`src/rtl/dequant_izigzag_seq_if.sv`:
```
// rtl/dequant_izigzag_seq_if.sv - coefficient-in / table-write / coefficient-out bundle
interface dequant_izigzag_seq_if #(
  parameter int COEFF_W = 12,
  parameter int Q_W     = 8,
  parameter int OUT_W   = 16
);
  logic signed [COEFF_W-1:0] coeff_in;
  logic                      coeff_valid;
  logic                      coeff_last;
  logic                      coeff_ready;
  logic                      qtab_wr_en;
  logic [5:0]                qtab_addr;
  logic [Q_W-1:0]            qtab_data;
  logic signed [OUT_W-1:0]   coef_out;
  logic                      out_valid;
  logic                      out_last;
  logic                      out_ready;
  logic                      err_sync;

  modport master (
    output coeff_in, coeff_valid, coeff_last, qtab_wr_en, qtab_addr, qtab_data, out_ready,
    input  coeff_ready, coef_out, out_valid, out_last, err_sync
  );

  modport slave (
    input  coeff_in, coeff_valid, coeff_last, qtab_wr_en, qtab_addr, qtab_data, out_ready,
    output coeff_ready, coef_out, out_valid, out_last, err_sync
  );
endinterface

```
`src/rtl/dequant_izigzag_seq.sv`:
```
// rtl/dequant_izigzag_seq.sv - dequantize zigzag coefficients into a ping-pong raster buffer
module dequant_izigzag_seq #(
  parameter int COEFF_W = 12,
  parameter int Q_W     = 8,
  parameter int OUT_W   = 16
) (
  input  logic                 clk,
  input  logic                 rst_n,
  dequant_izigzag_seq_if.slave bus
);
  localparam int PW = COEFF_W + Q_W + 1;
  localparam logic signed [PW-1:0] SAT_HI = PW'((1 << (OUT_W - 1)) - 1);
  localparam logic signed [PW-1:0] SAT_LO = ~SAT_HI;

  typedef enum logic [1:0] {EMPTY, FILLING, FULL, DRAINING} bank_st_t;

  localparam logic [5:0] ZZ [64] = '{
    6'd0,  6'd1,  6'd8,  6'd16, 6'd9,  6'd2,  6'd3,  6'd10,
    6'd17, 6'd24, 6'd32, 6'd25, 6'd18, 6'd11, 6'd4,  6'd5,
    6'd12, 6'd19, 6'd26, 6'd33, 6'd40, 6'd48, 6'd41, 6'd34,
    6'd27, 6'd20, 6'd13, 6'd6,  6'd7,  6'd14, 6'd21, 6'd28,
    6'd35, 6'd42, 6'd49, 6'd56, 6'd57, 6'd50, 6'd43, 6'd36,
    6'd29, 6'd22, 6'd15, 6'd23, 6'd30, 6'd37, 6'd44, 6'd51,
    6'd58, 6'd59, 6'd52, 6'd45, 6'd38, 6'd31, 6'd39, 6'd46,
    6'd53, 6'd60, 6'd61, 6'd54, 6'd47, 6'd55, 6'd62, 6'd63
  };

  logic [Q_W-1:0]          r_qtab [64];
  logic signed [OUT_W-1:0] r_mem  [128];
  bank_st_t                r_st   [2];
  logic [5:0]              r_wr_cnt;
  logic [5:0]              r_rd_cnt;
  logic                    r_wr_sel;
  logic                    r_rd_sel;
  logic                    r_en;
  logic                    r_err;
  logic signed [OUT_W-1:0] r_out;
  logic                    r_oval;
  logic                    r_olast;

  logic                    w_wr_open;
  logic                    w_acc;
  logic                    w_close;
  logic [5:0]              w_raster;
  logic signed [PW-1:0]    w_coef_x;
  logic signed [PW-1:0]    w_q_x;
  logic signed [PW-1:0]    w_prod;
  logic signed [OUT_W-1:0] w_sat;
  logic                    w_hs;
  logic                    w_hs_last;
  logic                    w_can;
  logic                    w_src;
  bank_st_t                w_src_st;
  logic                    w_src_full;
  logic                    w_load;

  assign w_wr_open = (r_st[r_wr_sel] == EMPTY) || (r_st[r_wr_sel] == FILLING);
  assign w_acc     = bus.coeff_valid && r_en && w_wr_open;
  assign w_close   = w_acc && (r_wr_cnt == 6'd63);
  assign w_raster  = ZZ[r_wr_cnt];

  assign w_coef_x = {{(Q_W + 1){bus.coeff_in[COEFF_W-1]}}, bus.coeff_in};
  assign w_q_x    = {{(COEFF_W + 1){1'b0}}, r_qtab[w_raster]};
  assign w_prod   = w_coef_x * w_q_x;
  assign w_sat    = (w_prod > SAT_HI) ? SAT_HI[OUT_W-1:0] :
                    (w_prod < SAT_LO) ? SAT_LO[OUT_W-1:0] : w_prod[OUT_W-1:0];

  // A bank closing this very cycle counts as full, so word 0 leaves one cycle after the 64th accept.
  assign w_hs       = r_oval && bus.out_ready;
  assign w_hs_last  = w_hs && r_olast;
  assign w_can      = !r_oval || bus.out_ready;
  assign w_src      = w_hs_last ? ~r_rd_sel : r_rd_sel;
  assign w_src_st   = r_st[w_src];
  assign w_src_full = (w_src_st == FULL) ||
                      ((w_src_st == FILLING) && w_close && (r_wr_sel == w_src));
  assign w_load     = w_can && (w_src_full || ((w_src_st == DRAINING) && (r_rd_cnt != 6'd0)));

  assign bus.coeff_ready = r_en && w_wr_open;
  assign bus.coef_out    = r_out;
  assign bus.out_valid   = r_oval;
  assign bus.out_last    = r_olast;
  assign bus.err_sync    = r_err;

  always_ff @(posedge clk or negedge rst_n) begin
    if (!rst_n) begin
      for (int i = 0; i < 64; i++) r_qtab[i] <= Q_W'(1);
    end else if (bus.qtab_wr_en) begin
      r_qtab[bus.qtab_addr] <= bus.qtab_data;
    end
  end

  always_ff @(posedge clk) begin
    if (w_acc) r_mem[{r_wr_sel, w_raster}] <= w_sat;
  end

  always_ff @(posedge clk or negedge rst_n) begin
    if (!rst_n) begin
      for (int b = 0; b < 2; b++) r_st[b] <= EMPTY;
      r_wr_cnt <= 6'd0;
      r_rd_cnt <= 6'd0;
      r_wr_sel <= 1'b0;
      r_rd_sel <= 1'b0;
      r_en     <= 1'b0;
      r_err    <= 1'b0;
      r_out    <= '0;
      r_oval   <= 1'b0;
      r_olast  <= 1'b0;
    end else begin
      r_en <= 1'b1;
      if (w_acc) begin
        r_wr_cnt <= r_wr_cnt + 6'd1;
        if (bus.coeff_last != (r_wr_cnt == 6'd63)) r_err <= 1'b1;
        if (w_close) begin
          r_st[r_wr_sel] <= FULL;
          r_wr_sel       <= ~r_wr_sel;
        end else begin
          r_st[r_wr_sel] <= FILLING;
        end
      end
      if (w_hs_last) begin
        r_st[r_rd_sel] <= EMPTY;
        r_rd_sel       <= ~r_rd_sel;
      end
      // Placed after the writer so a same-cycle close-and-load leaves the bank DRAINING.
      if (w_load) begin
        r_out    <= r_mem[{w_src, r_rd_cnt}];
        r_oval   <= 1'b1;
        r_olast  <= (r_rd_cnt == 6'd63);
        r_rd_cnt <= r_rd_cnt + 6'd1;
        if (r_rd_cnt == 6'd0) r_st[w_src] <= DRAINING;
      end else if (w_hs) begin
        r_oval  <= 1'b0;
        r_olast <= 1'b0;
      end
    end
  end
endmodule

```
`src/flat_wrapper.sv`:
```
// flat-port wrapper written by rule: the top's interface ports become plain ports
module dequant_izigzag_seq_flat 
#(
  parameter int COEFF_W = 12,
  parameter int Q_W     = 8,
  parameter int OUT_W   = 16
)
  (clk, rst_n, bus_coeff_in, bus_coeff_valid, bus_coeff_last, bus_qtab_wr_en, bus_qtab_addr, bus_qtab_data, bus_out_ready, bus_coeff_ready, bus_coef_out, bus_out_valid, bus_out_last, bus_err_sync);
  dequant_izigzag_seq_if #(.COEFF_W(COEFF_W), .Q_W(Q_W), .OUT_W(OUT_W)) bus_i ();
  input  logic clk;
  input  logic rst_n;
  input wire logic [$bits(bus_i.coeff_in)-1:0] bus_coeff_in;
  input wire logic [$bits(bus_i.coeff_valid)-1:0] bus_coeff_valid;
  input wire logic [$bits(bus_i.coeff_last)-1:0] bus_coeff_last;
  input wire logic [$bits(bus_i.qtab_wr_en)-1:0] bus_qtab_wr_en;
  input wire logic [$bits(bus_i.qtab_addr)-1:0] bus_qtab_addr;
  input wire logic [$bits(bus_i.qtab_data)-1:0] bus_qtab_data;
  input wire logic [$bits(bus_i.out_ready)-1:0] bus_out_ready;
  output wire logic [$bits(bus_i.coeff_ready)-1:0] bus_coeff_ready;
  output wire logic [$bits(bus_i.coef_out)-1:0] bus_coef_out;
  output wire logic [$bits(bus_i.out_valid)-1:0] bus_out_valid;
  output wire logic [$bits(bus_i.out_last)-1:0] bus_out_last;
  output wire logic [$bits(bus_i.err_sync)-1:0] bus_err_sync;
  assign bus_i.coeff_in = bus_coeff_in;
  assign bus_i.coeff_valid = bus_coeff_valid;
  assign bus_i.coeff_last = bus_coeff_last;
  assign bus_i.qtab_wr_en = bus_qtab_wr_en;
  assign bus_i.qtab_addr = bus_qtab_addr;
  assign bus_i.qtab_data = bus_qtab_data;
  assign bus_i.out_ready = bus_out_ready;
  assign bus_coeff_ready = bus_i.coeff_ready;
  assign bus_coef_out = bus_i.coef_out;
  assign bus_out_valid = bus_i.out_valid;
  assign bus_out_last = bus_i.out_last;
  assign bus_err_sync = bus_i.err_sync;
  dequant_izigzag_seq #(.COEFF_W(COEFF_W), .Q_W(Q_W), .OUT_W(OUT_W)) u_core (.clk(clk), .rst_n(rst_n), .bus(bus_i));
endmodule
```
`config.mk`:
```
export PLATFORM = sky130hd
export DESIGN_NAME = dequant_izigzag_seq_flat
export DESIGN_NICKNAME = d
export VERILOG_FILES = /design/src/rtl/dequant_izigzag_seq_if.sv /design/src/rtl/dequant_izigzag_seq.sv /design/src/flat_wrapper.sv
export SDC_FILE = /design/constraint.sdc
export NUM_CORES = 2
export LEC_CHECK = 0
export CELL_PAD_IN_SITES_DETAIL_PLACEMENT = 1
export CELL_PAD_IN_SITES_GLOBAL_PLACEMENT = 2
export CORE_MARGIN = 10
export CORE_UTILIZATION = 50
export DETAILED_ROUTE_END_ITERATION = 6
export PLACE_DENSITY_LB_ADDON = 0.3
export SLEW_MARGIN = 15
export SYNTH_ARGS = -nofsm -noshare
export SYNTH_HDL_FRONTEND = slang
export SYNTH_SLANG_ARGS = --single-unit
```
`constraint.sdc`:
```
create_clock -name clk -period 12.2 [get_ports clk]
set_input_delay 1.83 -clock clk [delete_from_list [all_inputs] [get_ports clk]]
set_output_delay 1.83 -clock clk [all_outputs]
set_load 0.02 [all_outputs]
```
Word level (Yosys, flattened, before mapping)
Memory sizes are Yosys's and may differ from the RTL's. A register that Yosys moved wholly into a read port is not among the register bits. Cells that the tools add are included.

Register bits: 534. Memory bits (writable): 2048. Memory bits (read-only): 384. Input bits: 32. Output and inout bits: 20. Logic and storage cells: 175. Memories kept: 2.

Add/subtract/negate cells: 2. Multiply operators: 1. $lt $le $gt $ge: 12. Eq/ne operators: 8. Multiplexer cells: 33. Bitwise operators: 17. Reduce and logical (&&, ||, !) cells: 26.

Memory list: u_core.r_mem (words 128, width 16, read ports 1, clocked after Yosys merged registers in 1, wr ports 1, RTL line dequant_izigzag_seq.sv:29) `logic signed [OUT_W-1:0] r_mem [128];`; (name not given) (words 64, width 6, read ports 1, clocked after Yosys merged registers in 0, wr ports 0, RTL line dequant_izigzag_seq.sv:60) `assign w_raster = ZZ[r_wr_cnt];`.

Operator list (number): bitwise mux 512 bit (1); binary-select mux 8 bit (select 6 bit) (1); demux 8 bit (select 6 bit) (1); two-way mux 16 bit (2); two-way mux 8 bit (3); greater-or-equal comparator 7 bit (second input constant) (3); > comparator 21 x 16 -> 1 bit (second input constant) (1); < comparator 21 x 16 -> 1 bit (second input constant) (1); multiplier 12 x 9 -> 21 bit (1); inverter 6 -> 7 bit (3); two-way mux 4 bit (5); two-way mux 2 bit (9); logical AND 1 bit (14); adder 6 x 1 -> 6 bit (second input constant) (2); == test 6 bit (second input constant) (2); two-way mux 6 bit (2); < comparator 7 x 1 -> 1 bit (second input constant) (1); demux 2 bit (select 1 bit) (3); greater-or-equal comparator 2 bit (second input constant) (3); zero test 6 bit (1); < comparator 2 x 1 -> 1 bit (second input constant) (3); two-way mux 1 bit (6); inverter 1 -> 2 bit (3); nonzero test 6 bit (1); 16 further kinds (27).

Depth between registers and ports, before layout
Depth after elaboration: 15. Depth in mapped cells: 37.

Least setup slack after synthesis
OpenSTA, ideal clock, no wires.

Kind: flip-flop to flip-flop. From: register u_core.r_wr_cnt[0]. To: memory u_core.r_mem[0][10] (data pin). Library setup time: 0.497 ns. Data arrival time: 9.539 ns. Required time: 11.703 ns. Setup slack: 2.164 ns. Stages on the path, launching flop included: 35. Period minus slack after synthesis: 10.036 ns. Cells stage by stage: dfrtp_1 -> buf_2 -> inv_1 -> ha_1 -> xor2_1 -> mux2i_1 -> a221o_2 -> nand2_4 -> buf_6 -> buf_8 -> buf_6 -> nand2_1 -> and3_1 -> o311ai_1 -> o221ai_1 -> buf_2 -> o32a_1 -> fa_1 -> inv_1 -> fa_1 -> fa_1 -> inv_1 -> fa_1 -> inv_1 -> ha_1 -> a2111oi_0 -> o21ai_1 -> a2111oi_0 -> nor3_1 -> a21o_1 -> a21oi_1 -> xnor2_1 -> o41a_1 -> clkbuf_1 -> a21o_1.

Cells in the longest elaborated chain, start to end: 12.

Ends and longest elaborated chain: start, declared (RTL line dequant_izigzag_seq.sv:31) `logic [5:0] r_wr_cnt;`; start signal, assigned (RTL line dequant_izigzag_seq.sv:111) `r_wr_cnt <= r_wr_cnt + 6'd1;`; inverter 6 -> 7 bit (implied by the code) (*) (RTL line dequant_izigzag_seq.sv:60); memory (64 x 6 bit) (*); two-way mux 6 bit (implied by the code) (*) (2 in series) (RTL line dequant_izigzag_seq.sv:60); inverter 6 -> 7 bit (implied by the code) (*) (RTL line dequant_izigzag_seq.sv:63) `assign w_q_x = {{(COEFF_W + 1){1'b0}}, r_qtab[w_raster]};`; binary-select mux 8 bit (select 6 bit) (*) (RTL line dequant_izigzag_seq.sv:63); two-way mux 8 bit (implied by the code) (*) (2 in series) (RTL line dequant_izigzag_seq.sv:63); multiplier 12 x 9 -> 21 bit (*) (RTL line dequant_izigzag_seq.sv:64) `assign w_prod = w_coef_x * w_q_x;`; < comparator 21 x 16 -> 1 bit (RTL line dequant_izigzag_seq.sv:66) `(w_prod < SAT_LO) ? SAT_LO[OUT_W-1:0] : w_prod[OUT_W-1:0];`; two-way mux 16 bit (RTL line dequant_izigzag_seq.sv:66); two-way mux 16 bit (*) (RTL line dequant_izigzag_seq.sv:65) `assign w_sat = (w_prod > SAT_HI) ? SAT_HI[OUT_W-1:0] :`; via u_core.w_sat[10] (RTL line dequant_izigzag_seq.sv:48) `logic signed [OUT_W-1:0] w_sat;`; end, declared (RTL line dequant_izigzag_seq.sv:29).

Mark *: on every way through the listed nets, which the timed path passes. The rest lies on a longest branch. The select of a mux whose other input is x is not followed.

Final worst setup path
From: register u_core.r_wr_cnt[1]. To: memory u_core.r_mem[49][14] (data pin).

Same word-level chain as after synthesis.

==> reports/metrics.yaml <==
ys_async_sr_fraction: 0.2117
firstDrtPassIters: 5
rows: 171
ctsResizeCount: 0
yosys_warnings: 0
synth_cell_types: 104
finalMaxSlewViolations: 0
max_freq_mhz: 89.05
cts_buffer_depth: 4
final_nets: 6259
cap_violations: 0
rsz0062_at_grt: "no"
critPathMaxStageDelay_ns: 1.01
area_growth_pct: 13.15
core_area_mm2: 0.2172
overflow: 0
grt_pass1_vias: 63357
gp_congestion: 0.8537
drt_wl_total_mm: 329.8
setup_ws_ns: 0.9703
crit_path_start: "u_core.r_wr_cnt[1]"
wire_per_inst_um: 36.02
start_kind: "flip-flop"
drt_iter0_markers: 8052
hpwl_mm: 197.6
clock-sinks: 2598
maxSlewHeadroom: 0.1845
antenna_found_initial: 18
hp-class: "reg -> reg"
port_buffers: 51
seq_area_frac_synth: 0.6897
vias_per_cell: 6.660
cts-root-buf: "clkbuf_16"
synth_nets: 5991
synthCells: 5824
hold_viol: 0
synth_edf_count: 2048
grt_max_degree: 173
die_h_um: 487.4
reg2reg_to: "u_core.r_mem[49][14]"
path_max_fanout: 42
grt_pass1_wl_mm: 474.1
dp_cells: 8653
antenna_left: 0
fillers: 18833
fin_crit_sh: 0.9205
drc_errors: 0
fin_cells: 9155
cts_setup_buffers: 0
initial_core_util: 0.5030
end_kind: "flip-flop"
syn_area_mm2: 0.1092
clock_skew_ns: 0.07959
yosys.area.top_type_share: 0.5630
die_x_um: 487.4
tns_ns: 0
path_common_cell: "fa_1"
drive_above_1_share: 0.3280
die_area_mm2: 0.2376
grt_usage: 0.2763
arrival_ns: 11.91
clk_pin_slew_worst_paths_ns: 0.06
r2r_setup_slack_ns: 0.97
ff2ff_path_depth: 28
crit_path_top_delay_cell: "a221oi_4"
status: "completed"
crit_end: "u_core.r_mem[49][14]"
ys.flop_type: "edfxtp_1"
synth_top_area_cell: "edfxtp_1"
setup_viol_count_final: 0
fin_crit_ns: 11.23
syn_area_per_cell_um2: 18.76
ys_ff_latch: 2598
vias: 60970
worstPathRequired_ns: 12.88
post-place-ws_ns: 1.098
synthTopCellsByArea: "edfxtp_1 (56%), mux4_2 (14%), dfrtp_1 (11%), mux2_2 (5.6%), dfstp_2 (1.5%)"
ios: 52
hold_buffers: 0
timing.rr.start: "u_core.r_wr_cnt[1]"
numCtsBuffers: 291
cts_max_level: 5
worstSkewPairLatency_ns: 0.95
worstMarginPinSlew_ns: 1.219
tritoncts: "yes"
crit_type: "reg -> reg"
## cells in the mapped netlist, types with 28 or more instances
| master | instances |
|---|---|
| a21oi_1 | 28 |
| and3_1 | 45 |
| buf_1 | 53 |
| buf_2 | 66 |
| clkbuf_1 | 216 |
| dfrtp_1 | 486 |
| dfstp_2 | 64 |
| edfxtp_1 | 2048 |
| fa_1 | 78 |
| ha_1 | 57 |
| inv_1 | 137 |
| mux2_2 | 548 |
| mux2i_1 | 41 |
| mux4_2 | 675 |
| nand2_1 | 297 |
| nand3_1 | 96 |
| nor2_1 | 222 |
| nor3_1 | 50 |
| o21ai_0 | 65 |
| o221ai_1 | 39 |
| o22ai_1 | 52 |
## state kept, by name (all words and copies together) (netlist names)
| signal | count |
|---|---|
| u_core.bus.err_sync | 1 |
| u_core.bus.out_last | 1 |
| u_core.r_rd_sel | 1 |
| u_core.r_mem | 2048 |
| u_core.r_wr_cnt | 6 |
| u_core.bus.coef_out | 16 |
| u_core.r_qtab | 512 |
| u_core.r_rd_cnt | 6 |
| u_core.r_en | 1 |
| u_core.r_wr_sel | 1 |
| u_core.r_st | 4 |
| u_core.bus.out_valid | 1 |
## stage by stage
stage / utilization / cell area [um^2] / hold WS (ns)
2_1_floorplan: - / 109200 / 0.4706
3_3_place_gp: 0.5272 / 114500 / 0.4800
3_5_place_dp: 0.5272 / 114500 / 0.4671
4_1_cts: 0.5691 / 123600 / 0.4836
5_1_grt: 0.5691 / 123600 / 0.4978
6_report: 0.5692 / 123600 / 0.4764
## worst max-delay path, delay by kind of cell, from the launching register on
kind / cells / cell delay (ns)
AO/OA/AOI/OAI: 11 / 4.76
XOR/XNOR: 2 / 0.39
adder cells (fa/ha/maj): 6 / 2.82
buffers and inverters: 4 / 0.72
flip-flops: 1 / 0.52
multiplexers: 1 / 0.16
AND/OR/NAND/NOR: 4 / 1.55
## cell type report
cell class                 instances  area, um^2  share of cell area
sequential                      2598       75360              0.6097
multi-input combinational       2718       32000              0.2589
clock buffer                     389        8021             0.06490
tap                             2854        3571             0.02889
timing repair buffer             343        3033             0.02454
clock inverter                   108        1079            0.008726
inverter                         140       528.0            0.004272
antenna                            5       12.51           0.0001012
## kinds of logic (layout without fill, tap and decap cells)
kind of cell               count (synthesis)  in the layout  synth area share
DFF                                     2598           2598            0.6897
muxes                                   1266           1266            0.1997
and+or+nand+nor                          808            808           0.03365
buffers and inverters                    508            980           0.02007
AOI/OAI and AO/OA                        477            477           0.03356
adders and majority gates                135            135           0.02082
xor gates and xnor gates                  31             31          0.002486
other                                      1              6        0.00003433
## cell usage in the layout (no fill, tap or decap), drive strengths merged, types with 11 or more instances in the layout
cell type	synthesis	final
a2111oi	22	22
a211oi	28	28
a21o	25	25
a21oi	28	28
a221oi	17	17
a311oi	27	27
a31oi	26	26
and2	21	21
and3	46	46
buf	152	301
bufinv	0	21
clkbuf	216	389
clkdlybuf4s50	0	42
clkinv	3	78
dfrtp	486	486
dfstp	64	64
edfxtp	2048	2048
fa	78	78
ha	57	57
inv	137	142
mux2	550	550
mux2i	41	41
mux4	675	675
nand2	300	300
nand3	96	96
nand4	13	13
nor2	225	225
nor3	50	50
nor4	12	12
o21a	12	12
o21ai	71	71
o221ai	39	39
o22ai	53	53
o31ai	11	11
o32a	13	13
o32ai	27	27
xnor2	26	26
## routing by layer
layer  track usage  share of wire  vias to the layer above
li1              -              -                    23905
met1        0.3884           0.39                    32800
met2        0.4347           0.47                     3494
met3       0.05092          0.092                      759
met4        0.1030          0.041                       12
met5             0        0.00024                        -
## worst min path at each step
stage                                   start             endpoint  slack (ns)  depth (start not counted)
after floorplan            u_core.r_qtab[153]   u_core.r_qtab[153]        0.47                          1
after CTS                 u_core.bus.err_sync  u_core.bus.err_sync        0.48                          1
after global placement      u_core.r_qtab[26]    u_core.r_qtab[26]        0.48                          1
final                     u_core.bus.err_sync  u_core.bus.err_sync        0.48                          1
after detailed placement  u_core.bus.err_sync  u_core.bus.err_sync        0.47                          1
after global routing      u_core.bus.err_sync  u_core.bus.err_sync        0.50                          1
Power is left out: the tool's default activity adds up to more than one toggle a clock period on the data nets, which glitch-free logic cannot reach.
